`src/rtl/dmc_rx_frame_seq.sv`:
```
// -----------------------------------------------------------------------------
// dmc_rx_frame_seq
//   Per-lane receive-frame sequencer for one DMC decode lane. Waits for the
//   lane FIFO to reach a fill threshold, enables the decoder in clock phase,
//   hunts the sync word, switches to data phase, assembles a DATA_BITS word
//   (first bit in the MSB), reports the frame result and then holds the
//   decoder line reset for GAP_CYCLES cycles so the next frame starts clean.
//
// Ports
//   clk_i, reset        decode clock, asynchronous active-high reset
//   start, abort        arm one frame (IDLE only) / abandon the current frame
//   cfg_timeout         max cycles between bit strobes (0 = no timeout)
//   fifo_level/_threshold  FIFO occupancy gate for decode start
//   dec_*  (inputs)     decoder bit strobe, clock/data-phase bits, early-done
//   dec_enable, dec_clk_or_data, dec_line_rst_n, fifo_clr  decoder controls
//   frame_data, frame_done, frame_status, busy  frame results and status
// -----------------------------------------------------------------------------
module dmc_rx_frame_seq #(
    parameter logic [7:0] SYNC_PATTERN    = 8'b10101100,
    parameter int         SYNC_SEARCH_MAX = 32,
    parameter int         DATA_BITS       = 32,
    parameter int         TIMEOUT_W       = 12,
    parameter int         GAP_CYCLES      = 4
) (
    input  logic                 clk_i,
    input  logic                 reset,
    input  logic                 start,
    input  logic                 abort,
    input  logic [TIMEOUT_W-1:0] cfg_timeout,
    input  logic [5:0]           fifo_level,
    input  logic [4:0]           fifo_threshold,
    input  logic                 dec_bit_stb,
    input  logic                 dec_sync,
    input  logic                 dec_data,
    input  logic                 dec_early_done,
    output logic                 dec_enable,
    output logic                 dec_clk_or_data,
    output logic                 dec_line_rst_n,
    output logic                 fifo_clr,
    output logic [DATA_BITS-1:0] frame_data,
    output logic                 frame_done,
    output logic [1:0]           frame_status,
    output logic                 busy
);

    localparam int SRCH_W = $clog2(SYNC_SEARCH_MAX + 1);
    localparam int BIT_W  = $clog2(DATA_BITS + 1);
    localparam int GAP_W  = $clog2(GAP_CYCLES + 1);

    typedef enum logic [2:0] {IDLE, ARM, SYNC, DATA, DONE, GAP} state_e;
    typedef enum logic [1:0] {ST_OK, ST_NOSYNC, ST_EARLY, ST_TIMEOUT} status_e;

    state_e                state_q,      state_d;
    status_e               status_q,     status_d;
    logic [7:0]            sync_sr_q,    sync_sr_d;
    logic [SRCH_W-1:0]     search_q,     search_d;
    logic [DATA_BITS-1:0]  data_sr_q,    data_sr_d;
    logic [BIT_W-1:0]      bit_cnt_q,    bit_cnt_d;
    logic [TIMEOUT_W-1:0]  tmo_q,        tmo_d;
    logic [GAP_W-1:0]      gap_cnt_q,    gap_cnt_d;
    logic [DATA_BITS-1:0]  frame_data_q, frame_data_d;
    logic                  enable_q,     enable_d;
    logic                  cod_q,        cod_d;
    logic                  line_rst_n_q, line_rst_n_d;
    logic                  fifo_clr_q,   fifo_clr_d;
    logic                  done_q,       done_d;
    logic                  busy_q,       busy_d;

    logic                  fin;
    status_e               fin_code;

    // NOTE: every variable assigned here gets a default first, otherwise a
    // path that skips an assignment would infer a latch. Blocking '=' is
    // correct inside always_comb; the flops below use '<=' only.
    always_comb begin
        state_d      = state_q;
        status_d     = status_q;
        sync_sr_d    = sync_sr_q;
        search_d     = search_q;
        data_sr_d    = data_sr_q;
        bit_cnt_d    = bit_cnt_q;
        tmo_d        = tmo_q;
        gap_cnt_d    = gap_cnt_q;
        frame_data_d = frame_data_q;
        fifo_clr_d   = 1'b0;
        fin          = 1'b0;
        fin_code     = ST_OK;

        case (state_q)
            IDLE: begin
                sync_sr_d = '0;
                search_d  = '0;
                data_sr_d = '0;
                bit_cnt_d = '0;
                tmo_d     = '0;
                if (start) state_d = ARM;
            end
            ARM: begin
                if (fifo_level >= {1'b0, fifo_threshold}) begin
                    state_d = SYNC;
                    tmo_d   = cfg_timeout;
                end
            end
            SYNC: begin
                if (dec_bit_stb) begin
                    sync_sr_d = {sync_sr_q[6:0], dec_sync};
                    search_d  = search_q + 1'b1;
                    tmo_d     = cfg_timeout;
                    // Compare the updated window so the completing strobe
                    // matches in its own cycle; a match on the last allowed
                    // bit still wins over exhaustion.
                    if (sync_sr_d == SYNC_PATTERN) begin
                        state_d   = DATA;
                        bit_cnt_d = '0;
                        data_sr_d = '0;
                    end else if (search_d == SRCH_W'(SYNC_SEARCH_MAX)) begin
                        fin      = 1'b1;
                        fin_code = ST_NOSYNC;
                    end
                end else if (cfg_timeout != '0) begin
                    tmo_d = tmo_q - 1'b1;
                    if (tmo_q <= TIMEOUT_W'(1)) begin
                        fin      = 1'b1;
                        fin_code = ST_TIMEOUT;
                    end
                end
            end
            DATA: begin
                if (dec_bit_stb) begin
                    data_sr_d = {data_sr_q[DATA_BITS-2:0], dec_data};
                    bit_cnt_d = bit_cnt_q + 1'b1;
                    tmo_d     = cfg_timeout;
                end
                // A final strobe beats a coincident early-done.
                if (dec_bit_stb && bit_cnt_d == BIT_W'(DATA_BITS)) begin
                    fin          = 1'b1;
                    fin_code     = ST_OK;
                    frame_data_d = data_sr_d;
                end else if (dec_early_done) begin
                    fin      = 1'b1;
                    fin_code = ST_EARLY;
                end else if (!dec_bit_stb && cfg_timeout != '0) begin
                    tmo_d = tmo_q - 1'b1;
                    if (tmo_q <= TIMEOUT_W'(1)) begin
                        fin      = 1'b1;
                        fin_code = ST_TIMEOUT;
                    end
                end
            end
            DONE: begin
                state_d   = GAP;
                gap_cnt_d = GAP_W'(GAP_CYCLES - 1);
            end
            GAP: begin
                if (gap_cnt_q == '0) state_d = IDLE;
                else                 gap_cnt_d = gap_cnt_q - 1'b1;
            end
            default: state_d = IDLE;
        endcase

        if (fin) begin
            state_d    = DONE;
            status_d   = fin_code;
            fifo_clr_d = (fin_code != ST_OK);
        end

        // Abort outranks everything: drop any result computed this cycle.
        if (abort && state_q != IDLE) begin
            state_d      = GAP;
            gap_cnt_d    = GAP_W'(GAP_CYCLES - 1);
            fifo_clr_d   = 1'b1;
            status_d     = status_q;
            frame_data_d = frame_data_q;
        end

        // Outputs are decoded from the next state so they are registered yet
        // line up with the state they describe.
        enable_d     = (state_d == ARM) || (state_d == SYNC) || (state_d == DATA);
        cod_d        = (state_d == DATA);
        line_rst_n_d = (state_d != IDLE) && (state_d != GAP);
        done_d       = (state_d == DONE);
        busy_d       = (state_d != IDLE);
    end

    always_ff @(posedge clk_i or posedge reset) begin
        if (reset) begin
            state_q      <= IDLE;
            status_q     <= ST_OK;
            sync_sr_q    <= '0;
            search_q     <= '0;
            data_sr_q    <= '0;
            bit_cnt_q    <= '0;
            tmo_q        <= '0;
            gap_cnt_q    <= '0;
            frame_data_q <= '0;
            enable_q     <= 1'b0;
            cod_q        <= 1'b0;
            line_rst_n_q <= 1'b0;
            fifo_clr_q   <= 1'b0;
            done_q       <= 1'b0;
            busy_q       <= 1'b0;
        end else begin
            state_q      <= state_d;
            status_q     <= status_d;
            sync_sr_q    <= sync_sr_d;
            search_q     <= search_d;
            data_sr_q    <= data_sr_d;
            bit_cnt_q    <= bit_cnt_d;
            tmo_q        <= tmo_d;
            gap_cnt_q    <= gap_cnt_d;
            frame_data_q <= frame_data_d;
            enable_q     <= enable_d;
            cod_q        <= cod_d;
            line_rst_n_q <= line_rst_n_d;
            fifo_clr_q   <= fifo_clr_d;
            done_q       <= done_d;
            busy_q       <= busy_d;
        end
    end

    assign dec_enable      = enable_q;
    assign dec_clk_or_data = cod_q;
    assign dec_line_rst_n  = line_rst_n_q;
    assign fifo_clr        = fifo_clr_q;
    assign frame_data      = frame_data_q;
    assign frame_done      = done_q;
    assign frame_status    = status_q;
    assign busy            = busy_q;

endmodule

```
`config.mk`:
```
export PLATFORM = sky130hd
export DESIGN_NAME = dmc_rx_frame_seq
export DESIGN_NICKNAME = d
export VERILOG_FILES = /design/src/rtl/dmc_rx_frame_seq.sv
export SDC_FILE = /design/constraint.sdc
export NUM_CORES = 1
export LEC_CHECK = 0
export BUFFER_PORTS_ARGS = -buffer_cell sky130_fd_sc_hd__buf_2
export CORE_MARGIN = 5
export CORE_UTILIZATION = 65
export CTS_BUF_LIST = sky130_fd_sc_hd__clkbuf_2
export DETAILED_ROUTE_END_ITERATION = 8
export HOLD_SLACK_MARGIN = 0.1
export MAX_ROUTING_LAYER = met4
export PLACE_DENSITY = 0.88
export SYNTH_ARGS = -nofsm -noshare
export SYNTH_HDL_FRONTEND = slang
export SYNTH_SLANG_ARGS = --single-unit
```
`constraint.sdc`:
```
create_clock -name clk_i -period 7 [get_ports clk_i]
set_input_delay 0.7 -clock clk_i [delete_from_list [all_inputs] [get_ports clk_i]]
set_output_delay 0.7 -clock clk_i [all_outputs]
set_load 0.03 [all_outputs]
```
Word level (Yosys, flattened, before mapping)

Cells that the tools add are included.
Widths: inputs -> output; s select.

$add $sub $neg: 4
Order comparisons: 2
Equal/unequal tests: 18
Muxes and demuxes: 52
Bitwise logic cells: 1
Reductions and logical operators: 23

Operator list:

| operator              | count |
|---|---|
| $mux 32               | 3 |
| $pmux 32 s3           | 1 |
| $mux 12               | 7 |
| $pmux 12 s4           | 1 |
| $mux 6                | 5 |
| $mux 3                | 9 |
| $pmux 3 s6            | 1 |
| $pmux 6 s3            | 1 |
| $pmux 7 s2            | 1 |
| $add 6x1->6 const B   | 2 |
| $eq 3x2->1 const B    | 4 |
| $eq 6x6->1 const B    | 2 |
| $le 12x1->1 const B   | 1 |
| $mux 1                | 12 |
| $mux 2                | 6 |
| $pmux 6 s2            | 1 |
| $reduce_bool 12->1    | 1 |
| $reduce_bool 3->1     | 4 |
| $sub 12x1->12 const B | 1 |
| $eq 3x3->1 const B    | 3 |
| $ne 3x3->1 const B    | 3 |
| $reduce_and 3->1      | 3 |
| $eq 8x8->1 const B    | 1 |
| $mux 7                | 1 |
| 15 further kinds      | 26 |

Flip-flop bits (word level): 109
Bits of input ports: 31
Output and inout bits: 40
Logic and storage cells: 115

Longest topological paths before layout

Word-level depth: 12
Gate-level depth with buffers: 9
Gate-level depth less buffers: 8

Least setup slack after synthesis

Ideal clock, no wire load.

Kind: in2reg
From: input port fifo_threshold[3]
To: register tmo_q[1]
Setup time: 125 ps
Arrival: 2305 ps
Required time: 6875 ps
Slack: 4571 ps
Cell stages on the path: 8
Buffers on the path: 1
Cells stage by stage: inv_1 -> ha_1 -> or2_2 -> a2111o_1 -> o21ai_0 -> buf_2 -> nor3_1 -> mux2_2

Longest elaborated chain between the ends: 3

RTL lines:

| element                    | RTL line | RTL |
|---|---|---|
| from (decl)                | 31       | `input logic [4:0] fifo_threshold,` |
| $ge 6x5->1                 | 99       | `if (fifo_level >= {1'b0, fifo_threshold}) begin` |
| $ne 2x2->1 (no line)       | --       |  |
| $reduce_and 3->1 (no line) | --       |  |
| to (signal assigned)       | 209      | `tmo_q <= tmo_d;` |
| to (decl)                  | 59       | `logic [TIMEOUT_W-1:0] tmo_q, tmo_d;` |

No other way between the ends.
A chain may end at the register's enable or synchronous reset.

Worst setup path after layout

From: register state_q[2]
To: register bit_cnt_q[0]

Longest elaborated chain between the ends: 3
Elaborated cells on any way between the ends: 8
Those cells by class: 4 x eq/ne; 1 x mux; 3 x reduce/logical

RTL lines:

| element                                                   | RTL line | RTL |
|---|---|---|
| from (decl)                                               | 53       | `state_e state_q, state_d;` |
| from (signal assigned)                                    | 203      | `state_q <= state_d;` |
| $eq 3x2->1 or $logic_not 3->1 (tied branches)             | 89       | `case (state_q)` |
| $ne 2x2->1 (no line) or $reduce_bool 3->1 (tied branches) | --       |  |
| $reduce_and 3->1 (no line)                                | --       |  |
| to (signal assigned)                                      | 208      | `bit_cnt_q <= bit_cnt_d;` |
| to (decl)                                                 | 58       | `logic [BIT_W-1:0] bit_cnt_q, bit_cnt_d;` |

Several ways; a longest one is shown, not always the timed one.

==> results.py <==
metrics = {
    "drt": {
        "wire_per_inst_um": 17.0,
        "firstDrtPassIters": 6,
        "drt_wl_total_mm": 11.8,
        "viasPerCell": 6.38,
        "num_vias": 4426,
        "dr.first_iter.drc_count": 308,
        "drc": 0,
        "antenna_left": 0,
    },
    "logic_synthesis": {
        "seq_area_frac_synth_pct": 49.1,
        "synth_warnings": 0,
        "synth-seq-cells": 109,
        "synth.cell_area_um2": 5560,
        "synth.top_cell.area_share_pct": 49.1,
        "synthArstFlopShare_pct": 100,
        "ys_types": 61,
        "netlist_instances": 527,
        "synthFlopType": "dfrtp_1",
        "syn_nets": 570,
        "synth_top_area_cell": "dfrtp_1",
        "synthTopCellsByArea": "dfrtp_1 49%, a22o_1 6.9%, mux2i_1 5.9%, a21oi_2 4.4%, nor2_1 3.2%",
        "syn_area_per_cell_um2": 10.6,
        "synth_edf_count": 0,
    },
    "job": {
        "cap_violations": 0,
    },
    "worst_setup_path": {
        "arrival_ns": 3.49,
        "reg2reg_from": "state_q[2]$_DFF_PP0_",
        "end_kind": "register",
        "crit_chain": "nand3b_1 -> nor2_1 -> or2_1 -> mux2_2",
        "path_max_fanout": 34,
        "crit_type": "register to register",
        "rrSetupSlack_ns": 4.05,
        "slowest_delay_ns": 0.93,
        "reg2reg_depth": 4,
        "r2r_end": "bit_cnt_q[0]$_DFFE_PP0P_",
        "cp_num_buf_inv": 0,
        "critPathSlowestCell": "or2_1",
        "worstPathRequired_ns": 7.55,
        "timing.critical_path.from_type": "register",
        "cpLargestDelayFamily": "simple AND/OR/NAND/NOR gates",
    },
    "timing": {
        "timing_hold_violations_final": 0,
        "worst_pin_slew_ns": 1.19,
        "min_period_over_period_pct": 42.1,
        "fin_hold_ws_ns": 0.348,
        "rsz0062_at_grt": "false",
        "setup_tns_ns": 0,
        "relSlewSlack_pct": 20.6,
        "setup_viol": 0,
        "finalCriticalPeriod_ns": 2.95,
        "fmax_ghz": 0.339,
        "drv_slew": 0,
        "fin_skew_ns": 0.0260,
    },
    "finish": {
        "final_common_cell": "dfrtp_1",
        "final_cell_mix": "109 x dfrtp_1, 70 x buf_2, 48 x nor2_1",
        "num_antenna_cells": 0,
        "area_growth_syn_to_layout_pct": 8.64,
        "layout.cells.non_filler": 694,
        "final_nets": 627,
        "drive_gt1_share_pct": 23.1,
        "nFillCells": 585,
    },
    "power_and_ir_drop": {
        "combPwrFrac_pct": 30.6,
        "p_sw_share_pct": 35.9,
        "clkPwrFrac_pct": 19.1,
        "p_sw_uw": 540,
        "power.density_nw_per_um2": 249,
        "power_leakage_nw": 2.91,
        "ir_drop_mv": 0.121,
        "p_total_mw": 1.50,
        "pwr-share-seq_pct": 50.3,
        "p_int_uw": 964,
    },
    "clock_tree": {
        "cts.path.max_buffers": 2,
        "ctsHoldBuffers": 1,
        "tritoncts": "done",
        "cts_resized": 0,
        "cts_sinks": 109,
        "clk_latency_ns": 0.58,
        "cts_buffers": 9,
        "cts-root-buf": "clkbuf_2",
        "clk_transition_reported_paths_ns": 0.28,
        "post_cts_buffers": 0,
        "cts-htree-levels": 3,
    },
    "grt": {
        "track_usage_pct": 24.1,
        "grt_max_degree": 78,
        "overflow": 0,
        "grt_pass1_vias": 4249,
        "grt_pass1_wl_mm": 19.6,
        "grt_antenna_before_repair": 0,
    },
    "die": {
        "io_pins": 71,
        "fp.dieW_um": 102,
        "die_area_um2": 10500,
        "row_count": 33,
        "coreArea_um2": 8260,
        "die_h_um": 102,
        "start_util_pct": 67.3,
    },
    "hold_path": {
        "hold_path_class": "primary input to register",
        "hp-start": "dec_sync",
        "min_path_cells": 2,
        "min_to": "sync_sr_q[0]$_DFFE_PP0P_",
    },
    "status": {
        "outcome": "finished clean",
    },
    "placement": {
        "place_inst": 677,
        "dp_hpwl_mm": 8.30,
        "io_buffers": 70,
        "globalplace.congestion": 0.923,
    },
}
==> cell families after synthesis <==
family | count (synthesis) | share of synthesized area, %
compound gates | 169 | 22.7
simple gates | 141 | 13.2
flops | 109 | 49.1
buf+inv | 52 | 4.55
mux | 36 | 6.55
fa+ha+maj | 12 | 2.70
xor+xnor | 8 | 1.26
==> layer usage <==
layer | track usage [%] | up-vias | wire (um)
li1 | - | 2061 | -
met2 | 37.6 | 174 | 5720
met3 | 3.52 | 29 | 739
met1 | 31.9 | 2162 | 5110
met5 | - | - | 0
met4 | 9.69 | 0 | 237
==> synth_stat cells (5+ instances only) <==
cell      number
nor2_1        48
a21oi_2       28
nand3b_1       6
o21ai_0       32
or3_1          7
mux2i_1       33
nor3_1        12
a21oi_1       24
buf_6          6
nand3_1        6
clkbuf_1      14
nand2b_1       8
xnor2_1        5
nor4_1         9
ha_1          12
a22o_1        44
inv_1         21
buf_2         10
dfrtp_1      109
nand2_1       18
==> per-stage QoR <==
| stage | instance area [um^2] | util (%) | worst slack, ns |
|---|---|---|---|
| final | 6040 | 73.2 | 4.05 |
| after detailed placement | 5920 | 71.6 | 3.85 |
| after global placement | 5920 | 71.6 | 3.91 |
| after global routing | 6040 | 73.2 | 3.84 |
| after CTS | 6040 | 73.2 | 4.10 |
| after floorplan | 5560 | - | 3.43 |
==> registers in the layout, summed over array words and instances (netlist names) <==
name             cells
search_q             6
state_q              3
gap_cnt_q            3
frame_done           1
frame_status         2
dec_clk_or_data      1
busy                 1
frame_data          32
sync_sr_q            7
dec_line_rst_n       1
fifo_clr             1
dec_enable           1
data_sr_q           32
tmo_q               12
bit_cnt_q            6
==> cell type report <==
type / count / area [um^2] / area share (%)
clock buffer: 11 / 55.1 / 0.911
inverter: 21 / 81.3 / 1.35
sequential: 109 / 2730 / 45.2
clock inverter: 5 / 60.1 / 0.994
timing repair buffer: 77 / 405 / 6.71
multi-input combinational: 366 / 2580 / 42.7
tap: 105 / 131 / 2.17
==> power by group through the flow <==
stage,clock network (mW),registers (mW),logic [mW]
5_1_grt,0.315,0.766,0.509
2_1_floorplan,0,0.748,0.366
3_3_place_gp,0,0.760,0.442
4_1_cts,0.291,0.753,0.457
6_report,0.287,0.756,0.460
3_5_place_dp,0,0.764,0.454
==> how the worst max path moves through the flow <==
stage | startpoint | to | slack, ns | cells past startpoint
CTS | state_q[2]$_DFF_PP0_ | bit_cnt_q[0]$_DFFE_PP0P_ | 4.10 | 4
finish | state_q[2]$_DFF_PP0_ | bit_cnt_q[0]$_DFFE_PP0P_ | 4.05 | 4
detailed placement | dec_sync | bit_cnt_q[0]$_DFFE_PP0P_ | 3.85 | 6
global route | state_q[2]$_DFF_PP0_ | bit_cnt_q[0]$_DFFE_PP0P_ | 3.84 | 4
floorplan | reset | bit_cnt_q[0]$_DFFE_PP0P_ | 3.43 | 1
global placement | dec_bit_stb | bit_cnt_q[0]$_DFFE_PP0P_ | 3.91 | 6
(Power assumes the default switching activity.)
